$ cat config.mk
export PLATFORM = sky130hd
export DESIGN_NAME = two_power_arbiter_flat
export DESIGN_NICKNAME = d
export VERILOG_FILES = /design/src/rtl/two_power_arbiter_pkg.sv /design/src/rtl/two_power_arbiter_if.sv /design/src/rtl/two_power_arbiter_rr_picker.sv /design/src/rtl/two_power_arbiter.sv /design/src/flat_wrapper.sv
export SDC_FILE = /design/constraint.sdc
export NUM_CORES = 1
export LEC_CHECK = 0
export ABC_CLOCK_PERIOD_IN_PS = 4000
export BUFFER_PORTS_ARGS = -buffer_cell sky130_fd_sc_hd__buf_4
export CORE_UTILIZATION = 45
export DETAILED_ROUTE_END_ITERATION = 16
export GPL_TIMING_DRIVEN = 1
export PLACE_DENSITY = 0.82
export SLEW_MARGIN = 15
export SYNTH_ARGS = -nofsm -noshare
export SYNTH_HDL_FRONTEND = slang
export SYNTH_SLANG_ARGS = --single-unit
$ cat constraint.sdc
create_clock -name clk -period 4 [get_ports clk]
set_input_delay 0.2 -clock clk [delete_from_list [all_inputs] [get_ports clk]]
set_output_delay 0.2 -clock clk [all_outputs]
set_load 0.05 [all_outputs]
$ cat src/rtl/two_power_arbiter_pkg.sv
// Shared types for the TwoPower datapath and its round-robin arbiter.
// MOD_WIDTH sets the result width of the shared TwoPower datapath.
package two_power_arbiter_pkg;

    localparam int unsigned MOD_WIDTH         = 16;
    localparam int unsigned TPA_N_REQ_DEFAULT = 4;

    typedef struct packed {
        logic [MOD_WIDTH-1:0] power;
        logic [MOD_WIDTH-1:0] modulus;
    } TwoPowerIn;

    typedef struct packed {
        logic [MOD_WIDTH-1:0] value;
    } TwoPowerOut;

    typedef enum logic [1:0] {TPA_IDLE, TPA_ISSUE, TPA_WAIT, TPA_RETURN} TwoPowerArbState;

    // Round-robin successor of idx among n ports.
    function automatic int unsigned rr_next(input int unsigned idx, input int unsigned n);
        return (idx + 1 >= n) ? 0 : idx + 1;
    endfunction

endpackage

$ cat src/rtl/two_power_arbiter_if.sv
// Requester and datapath handshake bundle for two_power_arbiter.
interface two_power_arbiter_if
    import two_power_arbiter_pkg::*;
#(
    parameter int unsigned N_REQ = TPA_N_REQ_DEFAULT
);

    logic      [N_REQ-1:0] req_valid;
    logic      [N_REQ-1:0] req_ready;
    TwoPowerIn [N_REQ-1:0] req_in;
    logic      [N_REQ-1:0] rsp_valid;
    logic      [N_REQ-1:0] rsp_ready;
    TwoPowerOut            rsp_out;
    logic                  dp_i_valid;
    logic                  dp_i_ready;
    TwoPowerIn             dp_i_in;
    logic                  dp_o_valid;
    logic                  dp_o_ready;
    TwoPowerOut            dp_o_out;

    // master: the arbiter; slave: requesters plus datapath.
    modport master (
        input  req_valid, req_in, rsp_ready, dp_i_ready, dp_o_valid, dp_o_out,
        output req_ready, rsp_valid, rsp_out, dp_i_valid, dp_i_in, dp_o_ready
    );

    modport slave (
        output req_valid, req_in, rsp_ready, dp_i_ready, dp_o_valid, dp_o_out,
        input  req_ready, rsp_valid, rsp_out, dp_i_valid, dp_i_in, dp_o_ready
    );

endinterface

$ cat src/rtl/two_power_arbiter_rr_picker.sv
// Combinational round-robin picker: first set request at or after ptr, wrapping.
module rr_priority_picker #(
    parameter int unsigned N = 4,
    localparam int unsigned W = $clog2(N)
) (
    input  logic [N-1:0] req,
    input  logic [W-1:0] ptr,
    output logic [N-1:0] grant,
    output logic [W-1:0] index,
    output logic         any
);

    logic [W-1:0] pos;

    always_comb begin
        grant = '0;
        index = '0;
        any   = 1'b0;
        pos   = '0;
        for (int unsigned k = 0; k < N; k++) begin
            pos = W'((32'(ptr) + k) % N);
            if (!any && req[pos]) begin
                any        = 1'b1;
                grant[pos] = 1'b1;
                index      = pos;
            end
        end
    end

endmodule

$ cat src/rtl/two_power_arbiter.sv
// Round-robin scheduler sharing one TwoPower datapath among N_REQ requesters,
// one job in flight at a time.
module two_power_arbiter
    import two_power_arbiter_pkg::*;
#(
    parameter int unsigned N_REQ = TPA_N_REQ_DEFAULT,
    localparam int unsigned OWNER_W = $clog2(N_REQ)
) (
    input  logic               clk,
    input  logic               rst_n,
    two_power_arbiter_if.master bus,
    output logic               busy,
    output logic [OWNER_W-1:0] owner,
    output logic               err_stray
);

    TwoPowerArbState    state_q, state_d;
    TwoPowerIn          req_q, req_d;
    TwoPowerOut         rsp_q, rsp_d;
    logic [OWNER_W-1:0] rr_ptr_q, rr_ptr_d;
    logic [OWNER_W-1:0] owner_q, owner_d;
    logic               err_q, err_d;

    logic [N_REQ-1:0]   grant;
    logic [OWNER_W-1:0] grant_idx;
    logic               grant_any;

    rr_priority_picker #(
        .N(N_REQ)
    ) u_picker (
        .req  (bus.req_valid),
        .ptr  (rr_ptr_q),
        .grant(grant),
        .index(grant_idx),
        .any  (grant_any)
    );

    always_ff @(posedge clk or negedge rst_n) begin
        if (!rst_n) begin
            state_q  <= TPA_IDLE;
            req_q    <= '0;
            rsp_q    <= '0;
            rr_ptr_q <= '0;
            owner_q  <= '0;
            err_q    <= 1'b0;
        end else begin
            state_q  <= state_d;
            req_q    <= req_d;
            rsp_q    <= rsp_d;
            rr_ptr_q <= rr_ptr_d;
            owner_q  <= owner_d;
            err_q    <= err_d;
        end
    end

    always_comb begin
        state_d        = state_q;
        req_d          = req_q;
        rsp_d          = rsp_q;
        rr_ptr_d       = rr_ptr_q;
        owner_d        = owner_q;
        err_d          = err_q;
        bus.req_ready  = '0;
        bus.rsp_valid  = '0;
        bus.dp_i_valid = 1'b0;
        bus.dp_o_ready = 1'b0;

        unique case (state_q)
            TPA_IDLE: begin
                // Gate with rst_n so no grant leaks out while reset is held.
                if (grant_any && rst_n) begin
                    bus.req_ready = grant;
                    req_d         = bus.req_in[grant_idx];
                    owner_d       = grant_idx;
                    state_d       = TPA_ISSUE;
                end
            end
            TPA_ISSUE: begin
                bus.dp_i_valid = 1'b1;
                if (bus.dp_i_ready) begin
                    state_d = TPA_WAIT;
                end
            end
            TPA_WAIT: begin
                bus.dp_o_ready = 1'b1;
                if (bus.dp_o_valid) begin
                    rsp_d   = bus.dp_o_out;
                    state_d = TPA_RETURN;
                end
            end
            TPA_RETURN: begin
                bus.rsp_valid[owner_q] = 1'b1;
                if (bus.rsp_ready[owner_q]) begin
                    rr_ptr_d = OWNER_W'(rr_next(32'(owner_q), N_REQ));
                    state_d  = TPA_IDLE;
                end
            end
            default: state_d = TPA_IDLE;
        endcase

        if (bus.dp_o_valid && (state_q != TPA_WAIT)) begin
            err_d = 1'b1;
        end
    end

    assign bus.dp_i_in = req_q;
    assign bus.rsp_out = rsp_q;
    assign busy        = (state_q != TPA_IDLE);
    assign owner       = owner_q;
    assign err_stray   = err_q;

endmodule

$ cat src/flat_wrapper.sv
// flat-port wrapper written by rule: the top's interface ports become plain ports
module two_power_arbiter_flat import two_power_arbiter_pkg::*;
#(
    parameter int unsigned N_REQ = TPA_N_REQ_DEFAULT,
    localparam int unsigned OWNER_W = $clog2(N_REQ)
)
  (clk, rst_n, busy, owner, err_stray, bus_req_valid, bus_req_in, bus_rsp_ready, bus_dp_i_ready, bus_dp_o_valid, bus_dp_o_out, bus_req_ready, bus_rsp_valid, bus_rsp_out, bus_dp_i_valid, bus_dp_i_in, bus_dp_o_ready);
  two_power_arbiter_if #(.N_REQ(N_REQ)) bus_i ();
  input  logic clk;
  input  logic rst_n;
  output logic busy;
  output logic [OWNER_W-1:0] owner;
  output logic err_stray;
  input wire logic [$bits(bus_i.req_valid)-1:0] bus_req_valid;
  input wire logic [$bits(bus_i.req_in)-1:0] bus_req_in;
  input wire logic [$bits(bus_i.rsp_ready)-1:0] bus_rsp_ready;
  input wire logic [$bits(bus_i.dp_i_ready)-1:0] bus_dp_i_ready;
  input wire logic [$bits(bus_i.dp_o_valid)-1:0] bus_dp_o_valid;
  input wire logic [$bits(bus_i.dp_o_out)-1:0] bus_dp_o_out;
  output wire logic [$bits(bus_i.req_ready)-1:0] bus_req_ready;
  output wire logic [$bits(bus_i.rsp_valid)-1:0] bus_rsp_valid;
  output wire logic [$bits(bus_i.rsp_out)-1:0] bus_rsp_out;
  output wire logic [$bits(bus_i.dp_i_valid)-1:0] bus_dp_i_valid;
  output wire logic [$bits(bus_i.dp_i_in)-1:0] bus_dp_i_in;
  output wire logic [$bits(bus_i.dp_o_ready)-1:0] bus_dp_o_ready;
  assign bus_i.req_valid = bus_req_valid;
  assign bus_i.req_in = bus_req_in;
  assign bus_i.rsp_ready = bus_rsp_ready;
  assign bus_i.dp_i_ready = bus_dp_i_ready;
  assign bus_i.dp_o_valid = bus_dp_o_valid;
  assign bus_i.dp_o_out = bus_dp_o_out;
  assign bus_req_ready = bus_i.req_ready;
  assign bus_rsp_valid = bus_i.rsp_valid;
  assign bus_rsp_out = bus_i.rsp_out;
  assign bus_dp_i_valid = bus_i.dp_i_valid;
  assign bus_dp_i_in = bus_i.dp_i_in;
  assign bus_dp_o_ready = bus_i.dp_o_ready;
  two_power_arbiter #(.N_REQ(N_REQ)) u_core (.clk(clk), .rst_n(rst_n), .bus(bus_i), .busy(busy), .owner(owner), .err_stray(err_stray));
endmodule
==> metrics.cfg, run 1 <==
[status]
outcome = complete, no violations

[synth]
synth_top_family_by_area = multiplexers
ys_warn_count = 0
synth-edff-count = 0
synth-main-ff-cell = dfrtp_1
synth_simple_gate_area_share_pct = 7.99
synth_area_leader_cell = dfrtp_1
synthMuxAreaShare_pct = 24.7
syn_inst = 344
syn_area_per_cell_um2 = 11.0
ys_top_cells_by_area = dfrtp_1 36%, mux2i_1 17%, ha_1 5.3%
yosys-top-cells-count = 65 x mux2i_1, 55 x dfrtp_1, 38 x nand2_1, 20 x o221ai_1, 17 x mux2_2
synthArstFlopShare_pct = 100
ys_seq_area_share_pct = 36.5
synthXorXnorAreaFrac_pct = 0
syn_nets = 516
synthDistinctLibCells = 40
synth_fa_ha_area_share_pct = 5.30
syn_area_mm2 = 0.00377
synth_top_area_share_pct = 36.5
synth_compound_area_share_pct = 18.7
yosysMostFrequentCell = mux2i_1
ys_seq_elements = 55

[drt]
wire_per_inst_um = 18.1
vias = 3666
via_per_inst = 5.63
antenna_left = 0
finalWirelength_um = 11800
drt_pre_antenna_iters = 4
detail_route.iter0.violations = 127
drc_errors = 0

[timing]
timing.final.hold_violations = 0
rsz0062_at_grt = no
relSlewSlack_pct = 32.6
setup_viol = 0
worst_slew_pin_slew_ns = 1.01
holdWs_ns = 0.0400
fin_skew_ns = 0.0108
finalSetupTns_ns = 0
fmax_mhz = 287
period_minus_slack_ns = 3.48
drv_slew = 0
timing.final.crit_share_pct = 87.0
setup_slack_ns = 0.519

[critical_path]
crit_path_max_incr_delay_ns = 0.52
r2r-end = u_core.bus.dp_i_in[30]
endpoint_kind = flip-flop
worstPathRequired_ns = 4.17
critical_path_peak_fanout = 47
r2r-start = u_core.rr_ptr_q[1]
critPathSlowestCell = dfrtp_1
criticalPathCategory = reg2reg
crit_chain = inv_1 -> ha_1 -> mux4_2 -> nor2b_1 -> nor2_2 -> o21ai_4 -> buf_12 -> mux2i_1 -> o221ai_1
worstSetupStartpointType = flip-flop
cp_data_arrival_time_ns = 3.65
reg2reg_slack_ns = 0.52
ff2ff_path_depth = 9

[clocking]
ctsHoldBuffers = 0
clkLatencyLatePin_ns = 0.30
cts_tree = built
ctsLongestPathBuffers = 2
cts-root-buf = clkbuf_8
clock_sinks = 55
numCtsBuffers = 5
cts_resized = 0
cts_setup_buffers = 0
htree_levels = 2
clk_pin_slew_ns = 0.10

[min_path]
min_path_type = in2async

[global_route]
grt_pass1_vias = 3646
grt_pass1_wl_um = 17600
antenna_found_initial = 0
grt_overflow_total = 0
grt_usage_pct = 26.0
grt_max_degree = 56

[floorplan]
core_mm2 = 0.00818
chipHeight_um = 93.6
ioPinCount = 218
row_count = 33
initial_core_util_pct = 46.2
die_w_um = 93.6
dieArea_mm2 = 0.00876

[finish]
final_layout_size_suffix_gt1_share_pct = 49.1
n_antenna_cell = 0
nets = 719
areaGrowthSynthToFinish_pct = 45.3

[placement]
detailed_place_hpwl_um = 9200
io_buffers = 217
place_ws_ns = 0.521
gp_congestion = 0.814

[power_and_ir_drop]
p_leak_nw = 2.74
finalPower_w = 0.00464
peakVddDrop_mv = 0.640
p_per_area_mw_per_mm2 = 845

[job]
drv_cap = 0

-- area by class of cell --
| cell class | instances | area [µm²] |
|---|---|---|
| clock buffers | 5 | 68.8 |
| clock inverters | 1 | 7.51 |
| fillers | 661 | 2690 |
| inverters | 10 | 37.5 |
| multi-input cells | 251 | 2140 |
| flip-flops and latches | 55 | 1380 |
| well taps | 105 | 131 |
| repair buffers | 224 | 1720 |
-- critical path, delay by kind of cell (launching register included) --
kind                     cells  cell delay, ns
AO/OA/AOI/OAI                2            0.50
adder cells (fa/ha/maj)      1            0.40
buffers and inverters        2            0.48
flip-flops                   1            0.52
multiplexers                 2            0.63
AND/OR/NAND/NOR              2            0.76
-- metal layers --
metal | vias to the layer above | part of all wire [%] | GRT usage (%)
met5 | - | 0 | 0
met3 | 16 | 10 | 8.05
met4 | 0 | 1.7 | 6.67
met1 | 1764 | 35 | 27.2
met2 | 183 | 53 | 49.6
li1 | 1703 | - | -
-- metrics by stage --
| step | util [%] | area [µm²] | instances |
|---|---|---|---|
| 6_report | 67.1 | 5490 | 651 |
| 4_1_cts | 67.0 | 5480 | 650 |
| 3_3_place_gp | 66.1 | 5400 | 644 |
| 2_1_floorplan | - | 3770 | 344 |
| 5_1_grt | 67.1 | 5490 | 651 |
| 3_5_place_dp | 66.1 | 5400 | 644 |
-- placed cells by master (no fill, tap or decap), types with 2 or more instances in the layout --
master    count
mux2_2       17
o22ai_1      13
nand2_1      38
o211ai_1      3
ha_1         16
mux4_2        4
nor2_1       12
a211o_1      13
a221oi_1      4
clkbuf_8      5
o221ai_1     20
o21ai_0       4
dfrtp_1      55
and2_1        5
a211oi_1      2
o211ai_2     12
a22oi_1       4
mux2i_1      65
buf_12        3
buf_4       221
inv_1        10
nor3_1        2
-- flip-flops by register name, summed over array words and instances (netlist names) --
| name | flops |
|---|---|
| u_core.state_q | 2 |
| u_core.err_stray | 1 |
| u_core.owner | 2 |
| u_core.bus.dp_i_in | 32 |
| u_core.bus.rsp_out | 16 |
| u_core.rr_ptr_q | 2 |
-- worst max-delay path by stage --
stage,startpoint,end,slack [ns],depth (start not counted)
after CTS,u_core.rr_ptr_q[1],u_core.bus.dp_i_in[30],0.51,9
after detailed placement,u_core.rr_ptr_q[1],u_core.bus.dp_i_in[3],0.52,9
after global routing,u_core.rr_ptr_q[1],u_core.bus.dp_i_in[30],0.19,9
after global placement,u_core.rr_ptr_q[1],u_core.bus.dp_i_in[0],0.69,9
after floorplan,u_core.rr_ptr_q[0],u_core.bus.dp_i_in[11],0.73,13
final,u_core.rr_ptr_q[1],u_core.bus.dp_i_in[30],0.52,9
-- cells by family (layout without fill, tap and decap cells) --
| kind of cell | Yosys count | in the layout |
|---|---|---|
| multiplexers | 86 | 86 |
| AO/OA/AOI/OAI | 82 | 82 |
| AND/OR/NAND/NOR | 67 | 67 |
| flip-flops | 55 | 55 |
| buffers and inverters | 38 | 240 |
| adder cells (fa/ha/maj) | 16 | 16 |
-- where the power goes --
group	leakage [nW]	total, W	switching (W)	internal (W)
sequential	0.672	0.000999	0.000176	0.000823
clock	0.0361	0.000294	0.000177	0.000117
combinational	2.03	0.00334	0.00208	0.00126
No activity file was read; power rests on OpenSTA's default activity.
==> run 2: changes to the inputs <==
- CORE_ASPECT_RATIO: default -> 0.8
- CORE_UTILIZATION: 45 -> 30
- PLACE_DENSITY: 0.82 -> 0.58
==> metrics.cfg, run 2 (synthesis gave the netlist of run 1 again) <==
[min_path]
min_path_type = in2async

[clocking]
cts_tree = built
ctsLongestPathBuffers = 2  ; unchanged
clk_pin_slew_ns = 0.08  ; -0.02 ns
cts_resized = 0  ; unchanged
htree_levels = 2  ; unchanged
clkLatencyLatePin_ns = 0.29  ; about the same
cts-root-buf = clkbuf_16
ctsHoldBuffers = 0  ; unchanged
numCtsBuffers = 5  ; unchanged
clock_sinks = 55  ; unchanged
cts_setup_buffers = 0  ; unchanged

[placement]
gp_congestion = 0.814  ; about the same
placed_area_mm2 = 0.00552  ; +2.1%
io_buffers = 217  ; unchanged
place_ws_ns = 0.654  ; +0.133 ns
detailed_place_hpwl_um = 9760  ; +6.1%

[global_route]
grt_usage_pct = 18.7  ; -7.3 points
antenna_found_initial = 0  ; unchanged
grt_pass1_wl_um = 18700  ; +6.4%
grt_overflow_total = 0  ; unchanged
grt_max_degree = 56  ; unchanged
grt_pass1_vias = 3615  ; -0.85%

[timing]
finalSetupTns_ns = 0  ; unchanged
fmax_mhz = 299  ; +4.0%
setup_viol = 0  ; unchanged
holdWs_ns = 0.0482  ; +0.00827 ns
period_minus_slack_ns = 3.35  ; -0.134 ns
worst_slew_pin_slew_ns = 0.754  ; -0.252 ns
rsz0062_at_grt = no
setup_slack_ns = 0.653  ; +0.134 ns
timing.final.crit_share_pct = 83.7  ; -3.4 points
fin_skew_ns = 0.00658  ; -0.00418 ns
timing.final.hold_violations = 0  ; unchanged
relSlewSlack_pct = 49.8  ; +17 points
drv_slew = 0  ; unchanged

[drt]
detail_route.iter0.violations = 98  ; -23%
vias = 3608  ; -1.6%
drt_pre_antenna_iters = 6  ; +2
via_per_inst = 4.98  ; -12%
drc_errors = 0  ; unchanged
finalWirelength_um = 12600  ; +6.5%
antenna_left = 0  ; unchanged
wire_per_inst_um = 17.4  ; -4.3%

[finish]
fin_util_pct = 46.4  ; -21 points
final_cell_mix = 227 x buf_4, 65 x mux2i_1, 55 x dfrtp_1
layout_commonest_cell = buf_4
multiInputGateArea_mm2 = 0.00214  ; unchanged
n_fill_cell = 1185  ; +79%
seqCellArea_mm2 = 0.00138  ; unchanged
largest_reg_flops = 32  ; unchanged
design_area_mm2 = 0.00566  ; +3.1%
final_layout_size_suffix_gt1_share_pct = 49.5  ; +0.46 points
areaGrowthSynthToFinish_pct = 49.9
nets = 724  ; +0.70%
n_antenna_cell = 0  ; unchanged

[critical_path]
critPathSlowestCell = o21ai_4
cpLargestDelayFamily = compound AO/OA/AOI/OAI gates
cp_data_arrival_time_ns = 3.51  ; -0.14 ns
critical_path_peak_fanout = 21  ; -55%
critPathBufInv = 2  ; unchanged
criticalPathCategory = reg2reg
crit_chain = inv_1 -> ha_1 -> mux4_2 -> nor2b_1 -> nor2_2 -> o21ai_4 -> buf_12 -> mux2i_1 -> o221ai_1
endpoint_kind = flip-flop
worstPathRequired_ns = 4.16  ; about the same
crit_path_max_incr_delay_ns = 0.54  ; +0.02 ns
worstSetupStartpointType = flip-flop

[job]
drv_cap = 0  ; unchanged

[floorplan]
dieArea_mm2 = 0.0130  ; +49%
core_mm2 = 0.0122  ; +49%
die_w_um = 127  ; +36%
chipHeight_um = 102  ; +9.3%
row_count = 36  ; +9.1%
initial_core_util_pct = 30.9  ; -15 points
ioPinCount = 218  ; unchanged

[power_and_ir_drop]
p_leak_nw = 2.79  ; +1.7%
peakVddDrop_mv = 0.454  ; -29%
p_per_area_mw_per_mm2 = 862  ; +2.0%

[status]
outcome = complete, no violations

[run 2: metrics by stage]
stage	total power [W]	cells
after global routing	0.00518	724
after detailed placement	0.00448	716
final	0.00488	724
after global placement	0.00441	716
after floorplan	0.00361	344
after CTS	0.00493	724
[run 2: layer usage]
| metal | GRT usage, % | share of wire (%) |
|---|---|---|
| met5 | 0 | 0 |
| met2 | 32.3 | 48 |
| met3 | 6.39 | 9.7 |
| met1 | 22.8 | 42 |
| met4 | 3.57 | 0.95 |
[run 2: cell type report]
type	instances	area share [%]
inverters	10	0.663
multi-input cells	251	37.9
clock inverters	2	0.221
well taps	171	3.78
repair buffers	229	30.8
flip-flops and latches	55	24.3
clock buffers	6	2.28
[run 2: final timing paths]
check / from / to / slack (ns) / cells after the start
max: u_core.rr_ptr_q[1] / u_core.bus.dp_i_in[10] / 0.65 / 9
max reg2reg: u_core.rr_ptr_q[1] / u_core.bus.dp_i_in[10] / 0.65 / 9
max in group asynchronous: rst_n / u_core.bus.dp_i_in[2] / 3.43 / 2
min: rst_n / u_core.state_q[1] / 0.05 / 2
min reg2reg: u_core.err_stray / u_core.err_stray / 0.46 / 1
min in group clk: bus_dp_o_valid / u_core.err_stray / 0.13 / 2
[run 2: power breakdown]
part | internal [W] | switching, W
combinational | 0.00130 | 0.00214
sequential | 0.000824 | 0.000179
clock | 0.000232 | 0.000206
total | 0.00236 | 0.00252
